`src/rtl/spi_frame_if.sv`:
```
// spi_frame_if: SPI frame deserialiser/serialiser sitting in front of the Ascon core.
// Rev 1.0
`default_nettype none

module spi_frame_if #(
  parameter int WORD_W = 64,
  parameter int CNT_W  = 8
) (
  input  logic              interface_clk,
  input  logic              rst,
  input  logic              cs_n,
  input  logic              sdi,
  output logic              sdo,
  output logic              out_valid,
  input  logic              out_ready,
  output logic [WORD_W-1:0] out_data,
  output logic [3:0]        out_type,
  output logic              out_last,
  input  logic              rd_valid,
  output logic              rd_ready,
  input  logic [WORD_W-1:0] rd_data,
  output logic              frame_abort,
  output logic              overflow,
  output logic              underrun,
  output logic              busy
);

  localparam int BIT_W = $clog2(WORD_W);
  localparam logic [BIT_W-1:0] BIT_LAST  = BIT_W'(WORD_W - 1);
  localparam logic [BIT_W-1:0] BYTE_LAST = BIT_W'(7);

  localparam logic [2:0] S_IDLE   = 3'd0;
  localparam logic [2:0] S_OPCODE = 3'd1;
  localparam logic [2:0] S_COUNT  = 3'd2;
  localparam logic [2:0] S_WRITE  = 3'd3;
  localparam logic [2:0] S_READ   = 3'd4;
  localparam logic [2:0] S_DRAIN  = 3'd5;

  logic [2:0]        state, next_state;
  logic [WORD_W-2:0] sr;
  logic [WORD_W-1:0] rsr;
  logic [BIT_W-1:0]  bit_cnt;
  logic [CNT_W-1:0]  rem;
  logic [3:0]        typ;
  logic              armed;

  logic [7:0]        in_byte;
  logic [WORD_W-1:0] word_in;
  logic              field_end, word_end, write_done, read_bound, load_pt, abort_cond;

  assign in_byte    = {sr[6:0], sdi};
  assign word_in    = {sr, sdi};
  assign field_end  = (bit_cnt == BYTE_LAST);
  assign word_end   = (bit_cnt == BIT_LAST);
  assign write_done = !cs_n && (state == S_WRITE) && word_end;
  assign read_bound = !cs_n && (state == S_READ) && word_end;
  // Read words are fetched on the last count edge and on every later word boundary that stays in READ.
  assign load_pt    = (next_state == S_READ) &&
                      (((state == S_COUNT) && field_end) || ((state == S_READ) && word_end));
  assign abort_cond = cs_n && ((state == S_OPCODE) || (state == S_COUNT) ||
                      (((state == S_WRITE) || (state == S_READ)) && (bit_cnt != '0)));

  always_ff @(posedge interface_clk) begin
    if (rst) state <= S_IDLE;
    else     state <= next_state;
  end

  always_comb begin
    next_state = state;
    if (cs_n) begin
      next_state = S_IDLE;
    end else begin
      case (state)
        S_IDLE:   if (armed) next_state = S_OPCODE;
        S_OPCODE: if (field_end) next_state = S_COUNT;
        S_COUNT: begin
          if (field_end) begin
            if (in_byte == 8'd0)                   next_state = S_DRAIN;
            else if (typ == 4'hF)                  next_state = S_READ;
            else if (typ >= 4'h1 && typ <= 4'h4)   next_state = S_WRITE;
            else                                   next_state = S_DRAIN;
          end
        end
        S_WRITE,
        S_READ:   if (word_end && rem == CNT_W'(1)) next_state = S_DRAIN;
        S_DRAIN:  next_state = S_DRAIN;
        default:  next_state = S_IDLE;
      endcase
    end
  end

  always_comb begin
    sdo      = 1'b0;
    busy     = (state != S_IDLE);
    rd_ready = load_pt && rd_valid;
    if (state == S_READ) sdo = rsr[WORD_W-1];
  end

  always_ff @(posedge interface_clk) begin
    if (rst) begin
      sr          <= '0;
      rsr         <= '0;
      bit_cnt     <= '0;
      rem         <= '0;
      typ         <= '0;
      armed       <= 1'b0;
      out_valid   <= 1'b0;
      out_data    <= '0;
      out_type    <= '0;
      out_last    <= 1'b0;
      frame_abort <= 1'b0;
      overflow    <= 1'b0;
      underrun    <= 1'b0;
    end else begin
      frame_abort <= abort_cond;
      if (cs_n) armed <= 1'b1;
      if (!cs_n) sr <= word_in[WORD_W-2:0];

      if (cs_n) begin
        bit_cnt <= '0;
      end else begin
        case (state)
          S_IDLE:           bit_cnt <= armed ? BIT_W'(1) : '0;
          S_OPCODE, S_COUNT: bit_cnt <= field_end ? '0 : bit_cnt + BIT_W'(1);
          S_WRITE, S_READ:  bit_cnt <= bit_cnt + BIT_W'(1);
          default:          bit_cnt <= '0;
        endcase
      end

      if (!cs_n && state == S_OPCODE && field_end) typ <= in_byte[7:4];
      if (!cs_n && state == S_COUNT && field_end)  rem <= CNT_W'(in_byte);
      if (write_done || read_bound)                rem <= rem - CNT_W'(1);

      // A completed word may replace the pending one only if that one leaves on this edge.
      if (write_done) begin
        if (out_valid && !out_ready) begin
          overflow <= 1'b1;
        end else begin
          out_valid <= 1'b1;
          out_data  <= word_in;
          out_type  <= typ;
          out_last  <= (rem == CNT_W'(1));
        end
      end else if (out_valid && out_ready) begin
        out_valid <= 1'b0;
      end

      if (load_pt) begin
        rsr <= rd_valid ? rd_data : '0;
        if (!rd_valid) underrun <= 1'b1;
      end else if (state == S_READ) begin
        rsr <= {rsr[WORD_W-2:0], 1'b0};
      end
    end
  end

endmodule

`default_nettype wire
```
`config.mk`:
```
export PLATFORM = sky130hd
export DESIGN_NAME = spi_frame_if
export DESIGN_NICKNAME = d
export VERILOG_FILES = /design/src/rtl/spi_frame_if.sv
export SDC_FILE = /design/constraint.sdc
export NUM_CORES = 1
export LEC_CHECK = 0
export ABC_AREA = 1
export CAP_MARGIN = 20
export CORE_ASPECT_RATIO = 1.5
export CORE_UTILIZATION = 35
export DETAILED_ROUTE_END_ITERATION = 10
export PLACE_DENSITY_LB_ADDON = 0.3
export SLEW_MARGIN = 10
export SYNTH_ARGS = -nofsm -noshare
export SYNTH_HDL_FRONTEND = slang
export SYNTH_SLANG_ARGS = --single-unit
export TNS_END_PERCENT = 100
```
`constraint.sdc`:
```
create_clock -name interface_clk -period 1.75 [get_ports interface_clk]
set_input_delay 0.35 -clock interface_clk [delete_from_list [all_inputs] [get_ports interface_clk]]
set_output_delay 0.35 -clock interface_clk [all_outputs]
set_load 0.02 [all_outputs]
```
==> metrics.txt <==
status complete, but fails checks; final core occ a little over half; Post-DP Area approximately 13000 um^2; DR iter-0 viols roughly 460; Lkg Pwr 8.13 nW; Clock Power Share around 46%; fin cells approximately 2100; CTS Buf Count 22; adder-cell share of the synthesized area less than 1%; Synth Area in Compound Gates 17.0%; mux contribution to synthesized area 0%; CTS tree built; Pwr Density 705 nW/um^2; root buffer cell clkbuf_16; antenna violations before repair 1; Mapped Nets 1554; first-pass GRT wire length 44300 um; RSZ-0062 raised after global routing yes; max_slew headroom roughly 73%; starting density of the core a little over a third; vias per cell 4.76; Die W around 140 um; clock insertion delay at the later pin of the skew report approximately 520 ps; Residual DRC 0; Pwr Total 11.1 mW; Detail Route Antenna Nets 0; routed wire length roughly 31000 um; I/O pins ~150; diode count 0; Synth Area in Simple Gates between 20% and 30%; final instance area roughly 16000 um^2; #FFs+latches synth between 200 and 250; largest net degree at the start of global routing 73; fmax 436 MHz; Mapped Cells around 1500; Worst Setup End Kind output pin; sw frac 22.9%; Placer Congestion a little over 0.8; # setup viols final approximately 130; Synth Area in XOR/XNOR less than 1%; Psw between 2 and 3 mW; CP max-delay cell dfxtp_2; Clock Skew ~8.2 ps; ys async rst share 0%; worst slew pin tran between 400 and 500 ps; largest family of logic cells by synthesized area simple AND/OR/NAND/NOR gates; Setup CP Type register to output pin; final max-slew violation count 0; Peak VDD IR roughly 0.00062 V; CP Data Arrival Time between 1500 and 2000 ps; number of synthesized flops with an enable pin 0; Crit path top cell by count nand2_4; # rows 76; Critical Path Fanout Max 3; Tmin final around 2300 ps; Sequential Power Share between 40% and 50%; register area share after synthesis 43.5%; Hold Crit Class input port to register; dominant synthesized flop cell dfxtp_1; Worst EP required approximately 1400 ps; core area ~29000 um^2; Comb power frac a little over 8%; grt ovf 0; vias in the first global route approximately 9300; Die Y 211 um; Sink Count 222; clock transition at the registers of the reported paths 70 ps; fraction of layout cells with a size suffix above 1 roughly 25%; H-tree Lvls 1; CP startpoint kind register; detailed placer's ending HPWL between 15000 and 20000 um; slowest stage delay, CP around 340 ps; routed length per instance roughly 15 um; internal power component ~8.6 mW; post-synthesis cell type count 34; final hold violation count 0; Port Buffer Count 145; Via Count about 10000; Tcrit/Tclk final 131%; mapped cell area a little over 10000 um^2; Synth Warn # 0; failing checks setup timing; Maximum Capacitance Violations 0; Net count, final around 1800; GRT Total Usage 18.0%; area of the die between 20000 and 30000 um^2; Post-Place Setup Slack -491 ps; CP Cell Sequence ha_4 > nand3_4 > nor2_4 > buf_6 > nand2_4 > inv_4 > nand2_4 > nand2_4 > nor2_4 > nand2_4 > nor2_4 > buf_6; Hold WS 231 ps; CTS Buffer Depth 3; PnR worst setup slack -542 ps; drt pass-1 iters 5; Syn Area/Cell around 7 um^2; post-route setup TNS -24190 ps; placed cell count approximately 2000; layout overhead on the synthesized area 54.1%
## layer usage
layer	up-vias	global-route usage, %	share of wire [%]
met5	-	0	0.036
met4	2	6.01	3.1
met2	231	33.0	52
met3	65	3.70	5.3
li1	5058	-	-
met1	4674	20.6	40
## final cells by class
type	instances	area, um^2
fill	2651	13000
inverter	330	1260
tap	390	488
timing repair buffer	293	3720
clock inverter	12	171
multi-input combinational	832	5040
sequential	222	4460
clock buffer	26	607
## worst max-delay path, delay by kind of cell (launching register included)
kind	cells	cell delay [ps]
adder cells (fa/ha/maj)	1	170
AND/OR/NAND/NOR	8	630
buffers and inverters	3	290
flip-flops	1	340
## flip-flops by register name, indices dropped and copies added, names as in the netlist, 3 cells and up
| signal | flops |
|---|---|
| bit_cnt | 6 |
| out_data | 64 |
| out_type | 4 |
| rem | 8 |
| rsr | 64 |
| sr | 63 |
| state | 3 |
| typ | 4 |
## worst paths after layout
path	depth (start not counted)	start	to	slack (ps)
max	12	bit_cnt[0]	rd_ready	-540
min	3	rd_valid	rsr[0]	230
max reg2reg	18	bit_cnt[0]	rsr[3]	-420
min reg2reg	2	out_data[52]	out_data[52]	440
## placed cells by master (no fill, tap or decap), drive strengths merged
master / instances
o211ai: 2
nand4: 2
nor2: 134
clkinvlp: 3
o221ai: 2
xor2: 3
o22ai: 101
nor3: 4
inv: 329
dfxtp: 222
xnor2: 1
nand2: 270
o21bai: 28
clkdlybuf4s50: 68
ha: 4
o21a: 1
clkbuf: 50
a21oi: 81
nor3b: 1
clkinv: 6
a21boi: 1
a31oi: 3
a211oi: 2
dlymetal6s2s: 40
o21ai: 81
dlygate4sd2: 33
buf: 128
nand3: 111
bufinv: 4
## power groups by stage
stage	logic [mW]	registers, mW	clock network [mW]
final	0.907	5.06	5.13
after global placement	0.655	5.18	0
after CTS	0.762	5.06	5.28
after floorplan	0.320	5.18	0
after global routing	0.961	5.06	5.48
after detailed placement	0.650	5.18	0
## logic make-up (layout without fill, tap and decap cells)
family          count (synthesis)  in the layout
compound gates                302            302
xor+xnor                        4              4
fa+ha+maj                       4              4
buf+inv                       426            661
flops                         222            222
simple gates                  522            522
## synthesized netlist by cell type (2+ instances only)
cell / number / area (um^2)
a211oi_1: 2 / 15.0
a21oi_1: 81 / 405
a31oi_1: 3 / 18.8
buf_1: 14 / 52.6
buf_2: 16 / 80.1
buf_4: 5 / 37.5
buf_6: 8 / 90.1
buf_8: 2 / 30.0
clkbuf_1: 51 / 191
dfxtp_1: 222 / 4440
ha_1: 4 / 50.1
inv_1: 326 / 1220
inv_2: 4 / 15.0
nand2_1: 268 / 1010
nand2_2: 2 / 12.5
nand3_1: 109 / 546
nand3_2: 2 / 20.0
nand4_1: 2 / 12.5
nor2_1: 102 / 383
nor2_2: 29 / 181
nor2_4: 2 / 22.5
nor3_1: 3 / 15.0
o211ai_1: 2 / 15.0
o21ai_0: 81 / 405
o21bai_1: 28 / 210
o221ai_1: 2 / 17.5
o22ai_1: 101 / 632
xor2_1: 3 / 26.3
## timing repair
action	4_1_cts	5_1_grt
cloned	8	28
endpoints found under the hold margin	0	0
gates resized for setup	160	285
endpoints found under the setup margin	210	184
setup buffers	19	21
pin swaps	24	55
hold buffers	0	0
Note: power is estimated with default switching activity, not from simulation.
